`src/rtl/fifo_arb_pkg.sv`:
```
// Shared types and defaults for the FIFO write-port arbiter.
package fifo_arb_pkg;

  localparam int NREQ_DEF      = 4;
  localparam int DW_DEF        = 16;
  localparam int MAX_BURST_DEF = 4;
  localparam int BEAT_W        = 4;

  typedef enum logic {
    IDLE  = 1'b0,
    GRANT = 1'b1
  } arb_state_e;

  // Index width for an n-entry requester vector, never narrower than one bit.
  function automatic int idx_w(input int n);
    return (n <= 2) ? 1 : $clog2(n);
  endfunction

  localparam int ID_W_DEF = idx_w(NREQ_DEF);

endpackage

```
`src/rtl/fifo_wr_arbiter_rr_pick.sv`:
```
// Rotating priority encoder: first set bit of (req & ~excl) at or above start, wrapping modulo N.
module rr_pick
  import fifo_arb_pkg::*;
#(
  parameter int N  = NREQ_DEF,
  parameter int IW = idx_w(N)
) (
  input  logic [N-1:0]  req_i,
  input  logic [IW-1:0] start_i,
  input  logic [N-1:0]  excl_i,
  output logic          found_o,
  output logic [IW-1:0] index_o
);

  localparam logic [IW:0] N_W = (IW+1)'(N);

  logic [N-1:0]   masked;
  logic [2*N-1:0] doubled;
  logic [N-1:0]   rotated;
  logic [IW:0]    offset;
  logic [IW:0]    sum;

  // NOTE: every output of a combinational block gets a default first, so no path leaves it unassigned and no latch is inferred.
  always_comb begin
    masked  = req_i & ~excl_i;
    doubled = {masked, masked};
    rotated = doubled[{1'b0, start_i} +: N];
    found_o = 1'b0;
    offset  = '0;
    // Descending scan so the smallest offset from start_i wins.
    for (int k = N - 1; k >= 0; k--) begin
      if (rotated[k]) begin
        found_o = 1'b1;
        offset  = (IW+1)'(k);
      end
    end
    sum     = {1'b0, start_i} + offset;
    index_o = (sum >= N_W) ? IW'(sum - N_W) : IW'(sum);
  end

endmodule

```
`src/rtl/fifo_wr_arbiter.sv`:
```
// Round-robin arbiter sharing one FIFO write port among NREQ producers with bounded bursts.
module fifo_wr_arbiter
  import fifo_arb_pkg::*;
#(
  parameter int NREQ      = NREQ_DEF,
  parameter int DW        = DW_DEF,
  parameter int MAX_BURST = MAX_BURST_DEF
) (
  input  logic                     clk,
  input  logic                     reset,
  input  logic [NREQ-1:0]          req_valid,
  input  logic [NREQ*DW-1:0]       req_data,
  output logic [NREQ-1:0]          req_ready,
  input  logic                     fifo_full,
  output logic [DW-1:0]            fifo_din,
  output logic                     fifo_wr_en,
  output logic [idx_w(NREQ)-1:0]   grant_id,
  output logic                     busy
);

  localparam int IW = idx_w(NREQ);
  localparam logic [BEAT_W-1:0] LAST_BEAT = BEAT_W'(MAX_BURST - 1);
  localparam logic [IW-1:0]     LAST_ID   = IW'(NREQ - 1);

  arb_state_e        state_q, state_d;
  logic [IW-1:0]     grant_q, grant_d;
  logic [IW-1:0]     rr_ptr_q, rr_ptr_d;
  logic [BEAT_W-1:0] beat_q, beat_d;

  logic [DW-1:0]     data_arr [NREQ];
  logic              owner_valid, xfer, release_now, pick_found;
  logic [IW-1:0]     grant_inc, pick_start, pick_idx;
  logic [NREQ-1:0]   pick_excl;

  for (genvar i = 0; i < NREQ; i++) begin : g_unpack
    assign data_arr[i] = req_data[i*DW +: DW];
  end

  always_comb begin
    owner_valid = req_valid[grant_q];
    grant_inc   = (grant_q == LAST_ID) ? '0 : grant_q + IW'(1);
    xfer        = (state_q == GRANT) && owner_valid && !fifo_full;
    release_now = (state_q == GRANT) &&
                  (!owner_valid || (xfer && (beat_q == LAST_BEAT)));
    // One picker serves both IDLE and release: in GRANT it scans from the rotated pointer.
    pick_start  = (state_q == GRANT) ? grant_inc : rr_ptr_q;
    pick_excl   = '0;
    if ((state_q == GRANT) && !owner_valid) pick_excl[grant_q] = 1'b1;
  end

  rr_pick #(
    .N  (NREQ),
    .IW (IW)
  ) u_rr_pick (
    .req_i   (req_valid),
    .start_i (pick_start),
    .excl_i  (pick_excl),
    .found_o (pick_found),
    .index_o (pick_idx)
  );

  always_ff @(posedge clk) begin
    // NOTE: state registers use non-blocking assignment so every flop samples pre-edge values.
    if (reset) begin
      state_q  <= IDLE;
      grant_q  <= '0;
      rr_ptr_q <= '0;
      beat_q   <= '0;
    end else begin
      state_q  <= state_d;
      grant_q  <= grant_d;
      rr_ptr_q <= rr_ptr_d;
      beat_q   <= beat_d;
    end
  end

  always_comb begin
    state_d  = state_q;
    grant_d  = grant_q;
    rr_ptr_d = rr_ptr_q;
    beat_d   = beat_q;
    unique case (state_q)
      IDLE: begin
        if (pick_found) begin
          state_d = GRANT;
          grant_d = pick_idx;
          beat_d  = '0;
        end
      end
      GRANT: begin
        if (release_now) begin
          rr_ptr_d = grant_inc;
          beat_d   = '0;
          if (pick_found) grant_d = pick_idx;
          else            state_d = IDLE;
        end else if (xfer) begin
          beat_d = beat_q + BEAT_W'(1);
        end
      end
    endcase
  end

  always_comb begin
    busy       = (state_q == GRANT);
    grant_id   = grant_q;
    fifo_wr_en = xfer && !reset;
    req_ready  = '0;
    if (fifo_wr_en) req_ready[grant_q] = 1'b1;
    fifo_din   = busy ? data_arr[grant_q] : '0;
  end

endmodule

```
`config.mk`:
```
export PLATFORM = sky130hd
export DESIGN_NAME = fifo_wr_arbiter
export DESIGN_NICKNAME = d
export VERILOG_FILES = /design/src/rtl/fifo_arb_pkg.sv /design/src/rtl/fifo_wr_arbiter_rr_pick.sv /design/src/rtl/fifo_wr_arbiter.sv
export SDC_FILE = /design/constraint.sdc
export NUM_CORES = 1
export LEC_CHECK = 0
export BUFFER_PORTS_ARGS = -buffer_cell sky130_fd_sc_hd__clkbuf_2
export CAP_MARGIN = 20
export CORE_MARGIN = 2
export CORE_UTILIZATION = 45
export DETAILED_ROUTE_END_ITERATION = 6
export HOLD_SLACK_MARGIN = 0.15
export PLACE_DENSITY = 0.88
export SYNTH_ARGS = -nofsm -noshare
export SYNTH_HDL_FRONTEND = slang
export SYNTH_SLANG_ARGS = --single-unit
```
`constraint.sdc`:
```
create_clock -name clk -period 4.91 [get_ports clk]
set_input_delay 0.491 -clock clk [delete_from_list [all_inputs] [get_ports clk]]
set_output_delay 0.491 -clock clk [all_outputs]
set_load 0.01 [all_outputs]
```
==> Yosys cells after proc, flatten, opt, wreduce, memory -nomap -nowiden <==
Cells that the tools add are included.
{ "totals": {"regBits": 9, "elab_cells": 66, "output_inout_bits": 24, "inputBits": 71} }
{ "op_classes": {"n_lt_le_gt_ge": 4, "bitwise": 4, "reduce_logical": 13, "muxes": 31, "n_shift": 1, "n_eq_ne": 5, "add_sub_neg": 4} }
{ "ops": {"columns": ["cell", "count"], "rows": [
  ["$mux 16", 3],
  ["$bmux 16 s2", 1],
  ["$mux 4", 5],
  ["$mux 2", 9],
  ["$mux 1", 8],
  ["$pmux 4 s2", 1],
  ["$shiftx 8x3->4", 1],
  ["$logic_and 1x1->1", 7],
  ["$ge 3x3->1 const B", 2],
  ["$add 4x1->4 const B", 1],
  ["$and 4x4->4", 1],
  ["$eq 4x2->1 const B", 1],
  ["$not 4->4", 1],
  ["$pmux 2 s2", 1],
  ["$reduce_and 2->1", 2],
  ["$add 2x2->3", 1],
  ["$logic_not 1->1", 3],
  ["$lt 2x3->1 const B", 1],
  ["$ne 3x1->1 const B", 1],
  ["$not 2->3", 1],
  ["$add 2x1->2 const B", 1],
  ["$bmux 1 s2", 1],
  ["$demux 1 s2", 1],
  ["$eq 2x2->1 const B", 1],
  ["other kinds (7)", 7]
]} }

==> Longest topological paths before layout <==
Gate-level depths: netlist of the first run.
{ "logic_depth": {"depth_word": 18, "ltp_mapped": 15, "mapped_depth_nobuf": 12} }

==> Hierarchy <==
From an unflattened synthesis of the first run, not the netlist that was laid out.
{ "unflattened": {"hier_cells": 123, "area_unflattened_um2": 1278.7} }
{ "modules_own_cells": {"columns": ["module", "seq_area_each_um2", "area_per_inst_um2", "n_inst", "cells_each"], "rows": [
  ["fifo_wr_arbiter", 180.2, 1089.8, 1, 101],
  ["rr_pick", 0.0, 188.9, 1, 22]
]} }

==> Worst setup path after synthesis of the first run <==
OpenSTA, ideal clock, no wires.
{ "synth_path": {"kind": "register to register", "startpoint": "reg grant_q[1] (netlist: grant_id[1])", "endpoint": "reg grant_q[1] (netlist: grant_id[1])", "stages_incl_launch_ff": 15, "period_less_slack_ns": 3.085, "slack_ns": 1.825, "path_buffers": 3, "required_ns": 4.824, "setup_time_ns": 0.086, "t_arrival_ns": 3.000, "path_cell_list": "dfxtp_1 -> buf_4 -> buf_2 -> buf_1 -> inv_1 -> ha_1 -> mux2i_1 -> nor2_1 -> a21o_1 -> a221oi_1 -> a21oi_1 -> ha_1 -> xnor2_1 -> xnor2_1 -> a211oi_1"} }
{ "synth_via": {"elab_cells_between_ends": 38, "classes_between": "add/sub (3); order compare (3); eq/ne (2); shift (1); mux (19); bitwise (2); reduce/logical (8)"} }
{ "synth_rtl": {"columns": ["item", "line", "text"], "rows": [
  ["start: declaration", "fifo_wr_arbiter.sv:26", "logic [IW-1:0] grant_q, grant_d;"],
  ["start signal: assignment", "fifo_wr_arbiter.sv:71", "grant_q <= grant_d;"],
  ["$add 2x1->2 / $eq 2x2->1 (equally long branches)", "fifo_wr_arbiter.sv:41", "grant_inc = (grant_q == LAST_ID) ? '0 : grant_q + IW'(1);"],
  ["$mux 2 *", "fifo_wr_arbiter.sv:41", null],
  ["net grant_inc[1]", "fifo_wr_arbiter.sv:32", "logic [IW-1:0] grant_inc, pick_start, pick_idx;"],
  ["$mux 2 *", "fifo_wr_arbiter.sv:46", "pick_start = (state_q == GRANT) ? grant_inc : rr_ptr_q;"],
  ["$shiftx 8x3->4", "fifo_wr_arbiter_rr_pick.sv:27", "rotated = doubled[{1'b0, start_i} +: N];"],
  ["$mux 2 (4 in a row)", "fifo_wr_arbiter_rr_pick.sv:32", "if (rotated[k]) begin"],
  ["$add 2x2->3", "fifo_wr_arbiter_rr_pick.sv:37", "sum = {1'b0, start_i} + offset;"],
  ["$ge 3x3->1 / $sub 2x1->2 (equally long branches)", "fifo_wr_arbiter_rr_pick.sv:38", "index_o = (sum >= N_W) ? IW'(sum - N_W) : IW'(sum);"],
  ["$mux 2", "fifo_wr_arbiter_rr_pick.sv:38", null],
  ["$mux 2 *", "fifo_wr_arbiter.sv:84, fifo_wr_arbiter.sv:94", null],
  ["$mux 2", "fifo_wr_arbiter.sv:91", "if (release_now) begin"],
  ["$pmux 2 s2 *", "fifo_wr_arbiter.sv:82", "unique case (state_q)"]
]} }
The timed path passes the listed nets; every way through them passes the cells marked *. The select of a mux whose other input is x is not followed.
A chain may end at the register's enable or synchronous reset.

==> Worst setup path after layout of the first run <==
{ "layout_path": {"startpoint": "reg grant_q[0] (netlist: grant_id[0])", "endpoint": "reg grant_q[1] (netlist: grant_id[1])"} }
Same word-level chain as after synthesis.

==> impl_results.md, run 1 <==
* Status: complete, no violations
* Syn Area/Cell at about 10 sq um
* CP Class: register to register
* Worst setup SP type: register
* Setup tns final at 0 ns
* Area occupied by multi-input gates at 0.00109 sq mm
* Post-synth ARST share at 0%
* Vias in the first global route at 1327
* CTS H-tree depth at 1
* Share of cells above drive strength 1 at between 50 and 60%
* Layout area overhead at 37.4%
* # port buffers at 94
* Worst slew margin at 29.5%
* Number of synthesized flops with an enable pin at 0
* Setup slack after layout at about 1.5 ns
* Synth Register Bits at 9
* Worst-path clk slew at approximately 0.060 ns
* Multiplexer share of the synthesized area at 36.9%
* Adder-cell share of the synthesized area at 5.64%
* Tmin final at ~3.4 ns
* Vias at 1421
* GRT Util Overall at between 20% and 30%
* Sw frac at 42.4%
* Dominant cell type by area after synthesis: mux4_2
* DRT antenna net count at 0
* WP data arrival at 3.54 ns
* Worst Hold Depth at 2
* Worst Path Required at 5.08 ns
* Clk pwr share at 9.4%
* Syn Nets at 210
* Design Power at 0.606 mW
* Critical Path Sink Type: register
* Overflow after GRT at 0
* Worst Skew at 0.000818 ns
* Fin area at 0.00183 sq mm
* Hpwl dp at 2.91 mm
* Share of the synthesized area in the top cell type at 28.8%
* Synth top cells by count: and2_1 (21), mux4_2 (17), nor2_1 (10)
* Sequential area share after synthesis at 13.5%
* Net switching power at 0.257 mW
* Int Power at 0.349 mW
* FF-to-FF path depth at 12
* Yosys warns at 0
* Initial drt markers at 45
* Layout net count at between 300 and 400
* RSZ-0062 raised after global routing: false
* Endpoints failing setup at 0
* Row count at 19
* Starting Density at 47.8%
* CTS Hold Bufs at 0
* Worst path max stage delay at approximately 0.76 ns
* Fmax at between 200 and 300 MHz
* P_leak at roughly 0.85 nW
* CTS root buf: clkbuf_4
* Post-CTS Resized at 0
* Die Ht at 58.4 um
* Sequential cell area at 180 sq um
* Final std cells w/o fill at 254
* Clk buf depth at 2
* Fill count at 234
* Maximum number of pins on one net before global-route repair at 33
* DRT Pass-1 Iters at 4
* Core Area at 0.00278 sq mm
* # diodes at 0
* Width of the die at 58.4 um
* Most used DFF post-synth: dfxtp_1
* Post-Synth Simple-Gate Area at 25.1%
* Largest family of logic cells by synthesized area: multiplexers
* CP Buf/Inv Count at 2
* Inst Count DP at 250
* Ports at 95
* Synth cell types at 33
* Worst VDD drop at ~0.00026 V
* CP delay by family, top: flip-flops
* First-pass GRT wire length at 5.56 mm
* Postcts setup bufs at 0
* PD cells at between 300 and 400 mW/mm^2
* HP Class: register to register
* Synth Cell Area at 0.00133 sq mm
* Cts bufs inserted at 3
* CTS tree: built
* Via density at 5.59
* RD Place Congestion at 0.829
* Post-place instance area at approximately 0.0018 sq mm
* Ranking of synthesized cells by area: mux4_2 (29%), dfxtp_1 (14%), and2_1 (9.9%)
* Most frequent cell after synthesis: and2_1
* Max Cap Viol at 0
* Gate count of the mapped netlist at ~130
* DRC viols at 0
* Die Area at 0.00341 sq mm
* Synth Area in XOR/XNOR at 1.32%
* DP Worst Slack at between 1.5 and 2 ns
* Worst path depth at 12
* Final Hold Fails at 0
* Detailed-route wire length at 3.57 mm
* Synth Area in Compound Gates at 13.0%
* Clk_lat worst skew at between 0.2 and 0.3 ns
* Seq pwr share at roughly 23%
* Initial antenna violation count at 0
* DR WL/cell at 14.0 um
* Combinational Power Share at 67.9%
* Critical-path maximum fanout at 14
* Final worst path period share at 68.6%
* Worst-Margin Slew at roughly 1.1 ns
* Count of pins over their slew limit at 0
* CP max stage cell: dfxtp_1
* Critical Path, Cell by Cell: buf_4, inv_1, ha_1, mux2i_1, nor2_1, a21o_1, a221oi_1, a21oi_1, ha_1, xnor2_1, xnor2_1, a211oi_1
* # clock sinks at 9
-- final timing paths --
path / startpoint / slack [ns] / endpoint
max: grant_id[0] / 1.54 / grant_id[1]
min: rr_ptr_q[0] / 0.53 / rr_ptr_q[0]
max reg2reg: grant_id[0] / 1.54 / grant_id[1]
min reg2reg: rr_ptr_q[0] / 0.53 / rr_ptr_q[0]
-- logic make-up (layout without fill, tap and decap cells) --
group                      after synthesis  after routing
DFF                                      9              9
xor gates and xnor gates                 2              2
muxes                                   27             27
buffers and inverters                   13            103
and+or+nand+nor                         60             60
AOI/OAI and AO/OA                       16             16
adders and majority gates                6              6
-- layout by cell type, fill, tap and decap left out, types with 3 or more instances in the layout --
cell      count
dfxtp_1       9
mux2i_1       7
nand3_1       6
and2_1       21
nor2b_1       4
clkbuf_4      3
nand3b_1      5
nor2_1       10
inv_1         4
clkbuf_2     94
mux4_2       17
nand2_1       5
ha_1          6
nand4_1       6
o221ai_2      3
-- sequential cells by signal (all words and copies together), names as in the netlist --
register and flops:
busy 1, rr_ptr_q 2, beat_q 4, grant_id 2
-- metrics by stage --
step	utilization [%]	hold slack [ns]
2_1_floorplan	-	0.460
3_3_place_gp	64.8	0.470
3_5_place_dp	64.8	0.520
4_1_cts	65.7	0.536
5_1_grt	65.7	0.561
6_report	65.7	0.535
-- per-layer routing --
layer,global-route usage (%),share of wire (%),wire length (um),vias up
li1,-,-,-,697
met1,22.3,38,1360,658
met2,41.3,53,1900,64
met3,4.40,8.3,297,2
met4,2.66,0.34,12,0
met5,0,0,0,-
-- cell type report --
cell class	count	share of cell area [%]
flip-flops and latches	9	9.86
well taps	31	2.12
repair buffers	95	26.1
multi-input cells	111	59.6
inverters	4	0.821
clock buffers	4	1.44
-- power groups by stage --
stage          Sequential [mW]  Combinational [mW]  Clock (mW)
6_report                 0.137               0.412      0.0570
5_1_grt                  0.144               0.454      0.0639
4_1_cts                  0.138               0.413      0.0594
3_5_place_dp             0.139               0.412           0
3_3_place_gp             0.137               0.403           0
2_1_floorplan            0.102               0.343           0
-- worst min-delay path: cells and delay by family, from the launching register on --
kind	cells	cell delay, ns
flops	1	0.33
mux	1	0.08
simple gates	1	0.09
(Power assumes the default switching activity.)
==> run 2: changes to the inputs <==
- CORE_UTILIZATION: 45 -> 41
- PLACE_DENSITY: 0.88 -> 0.81
- clock period: 4.91 -> 3.1 ns (I/O delays scaled with it)
==> run 2 against run 1 <==
Sequential power up 23%; final cell count is 6.3% higher; sequential share of layout area down 0.21 points; design area increased by 2.2%; utilization fell by 5.0 points; worst hold slack worse by 0.18 ns; critical endpoint unchanged; largest power group unchanged.
==> impl_results.md, run 2 (synthesized netlist as in run 1, its figures left out) <==
* Clk buf depth at 2 (unchanged)
* Setup slack after layout at 0.377 ns (-1.16 ns)
* Worst VDD drop at 0.000344 V (+32%)
* CTS H-tree depth at 1 (unchanged)
* Worst setup SP type: register
* Initial drt markers at 63 (+40%)
* Worst path max stage delay at 0.57 ns (-0.19 ns)
* Clk_lat worst skew at 0.28 ns (+0.02 ns)
* Worst Skew at 0.00165 ns (+0.000837 ns)
* GRT Util Overall at 20.7% (+0.083 points)
* # port buffers at 94 (unchanged)
* Initial antenna violation count at 0 (unchanged)
* CP Buf/Inv Count at 0 (-2)
* DRC viols at 0 (unchanged)
* Clk pwr share at 10.1% (+0.7 points)
* Endpoints failing setup at 0 (unchanged)
* Top reg by flops: beat_q
* RSZ-0062 raised after global routing: false
* # clock sinks at 9 (unchanged)
* Layout area overhead at 40.5%
* Worst Path Required at 3.29 ns (-1.79 ns)
* Max Cap Viol at 0 (unchanged)
* Worst-path clk slew at 0.07 ns (about the same)
* DRT Pass-1 Iters at 4 (unchanged)
* Vias at 1440 (+1.3%)
* CTS Hold Bufs at 0 (unchanged)
* Setup tns final at 0 ns (unchanged)
* Vias in the first global route at 1351 (+1.8%)
* Critical Path, Cell by Cell: mux2_2, o221ai_2, nor2_1, a21o_1, a221oi_1, a21oi_1, ha_1, xnor2_1, xnor2_1, a211oi_1
* CP delay by family, top: compound AO/OA/AOI/OAI gates
* Postcts setup bufs at 0 (unchanged)
* Count of pins over their slew limit at 0 (unchanged)
* WP data arrival at 2.91 ns (-0.63 ns)
* Core Area at 0.00308 sq mm (+11%)
* CP Class: register to register
* Maximum number of pins on one net before global-route repair at 26 (-21%)
* Worst slew margin at 63.0% (+34 points)
* Ports at 95 (unchanged)
* CTS tree: built
* Net switching power at 0.427 mW (+66%)
* Final worst path period share at 87.8% (+19 points)
* Layout net count at 304 (+1.0%)
* Finished Core Util at 60.7% (-5.0 points)
* Sw frac at 43.1% (+0.71 points)
* # diodes at 0 (unchanged)
* DRT antenna net count at 0 (unchanged)
* Status: complete, no violations
* Final Hold Fails at 0 (unchanged)
* Detailed-route wire length at 3.82 mm (+7.0%)
* First-pass GRT wire length at 5.72 mm (+2.9%)
* Fmax at 367 MHz (+24%)
* Starting Density at 43.2% (-4.6 points)
* Share of cells above drive strength 1 at 57.5% (+1.0 points)
* PD cells at 531 mW/mm^2 (+60%)
* Cts bufs inserted at 3 (unchanged)
* CTS root buf: clkbuf_4
* Combinational Power Share at 73.0% (+5.1 points)
* P_leak at 0.870 nW (+2.0%)
* Critical Path Sink Type: register
* Overflow after GRT at 0 (unchanged)
* Most frequent CP cell: xnor2_1
* Via density at 5.33 (-4.7%)
* DP Worst Slack at 0.391 ns (-1.16 ns)
* Largest register FFs at 4 (unchanged)
* Most frequent cells in the layout: clkbuf_2 (94), and2_1 (21), mux4_2 (17)
* Die Area at 0.00372 sq mm (+9.1%)
* Die Ht at 61.0 um (+4.4%)
* Hpwl dp at 3.27 mm (+13%)
* Row count at 20 (+1)
* Critical-path maximum fanout at 10 (-4)
* Most common cell after layout, fill and taps aside: clkbuf_2
* Width of the die at 61.0 um (+4.4%)
* Int Power at 0.564 mW (+62%)
* Post-CTS Resized at 0 (unchanged)
* Worst-Margin Slew at 0.554 ns (-0.503 ns)
* RD Place Congestion at 0.774 (-6.6%)
* Tmin final at 2.72 ns (-0.646 ns)
* HP Class: input pin to register
* Seq pwr share at 16.9% (-5.8 points)
* CP max stage cell: dfxtp_1
* DR WL/cell at 14.1 um (+0.67%)
[run 2: changes by cell type in the layout (fill, tap and decap cells not counted), sizes merged]
cell	previous run	this run
clkinv	0	1
clkbuf	98	97
buf	1	4
[run 2: power by group through the flow]
stage	combinational [mW]	sequential, mW	clock [mW]
2_1_floorplan	0.543	0.162	0
3_3_place_gp	0.714	0.168	0
3_5_place_dp	0.728	0.171	0
4_1_cts	0.729	0.168	0.101
5_1_grt	0.797	0.174	0.108
6_report	0.724	0.168	0.0999
[run 2: path summary, 6_finish.rpt]
path	startpoint	end	slack (ns)	cells past startpoint
min reg2reg	rr_ptr_q[0]	rr_ptr_q[0]	0.51	2
min	reset	beat_q[2]	0.36	2
max	grant_id[0]	grant_id[1]	0.38	10
max reg2reg	grant_id[0]	grant_id[1]	0.38	10
[run 2: routing by layer]
layer  wire [um]  GRT usage [%]
met5           0              0
met1        1330           20.9
met4          34           4.97
met2        2080           41.9
met3         373           4.69
[run 2: per-stage QoR]
stage	area, sq um	std cells	hold WS, ns	total power [mW]
2_1_floorplan	1330	133	0.460	0.705
3_3_place_gp	1840	266	0.473	0.882
3_5_place_dp	1840	266	0.513	0.899
4_1_cts	1870	270	0.351	0.998
5_1_grt	1870	270	0.364	1.08
6_report	1870	270	0.357	0.992
[run 2: area by class of cell]
cell class,instances,area (sq um)
clock buffers,3,22.5
well taps,44,55.1
clock inverters,1,5.00
inverters,4,15.0
flip-flops and latches,9,180
multi-input cells,111,1090
fillers,286,1210
repair buffers,98,500
[run 2: worst register-to-register path, stage by stage, from the launching register on]
cell and delay, ns:
dfxtp_1 0.57, mux2_2 0.46, o221ai_2 0.28, nor2_1 0.11
a21o_1 0.16, a221oi_1 0.28, a21oi_1 0.08, ha_1 0.20
xnor2_1 0.18, xnor2_1 0.08, a211oi_1 0.24
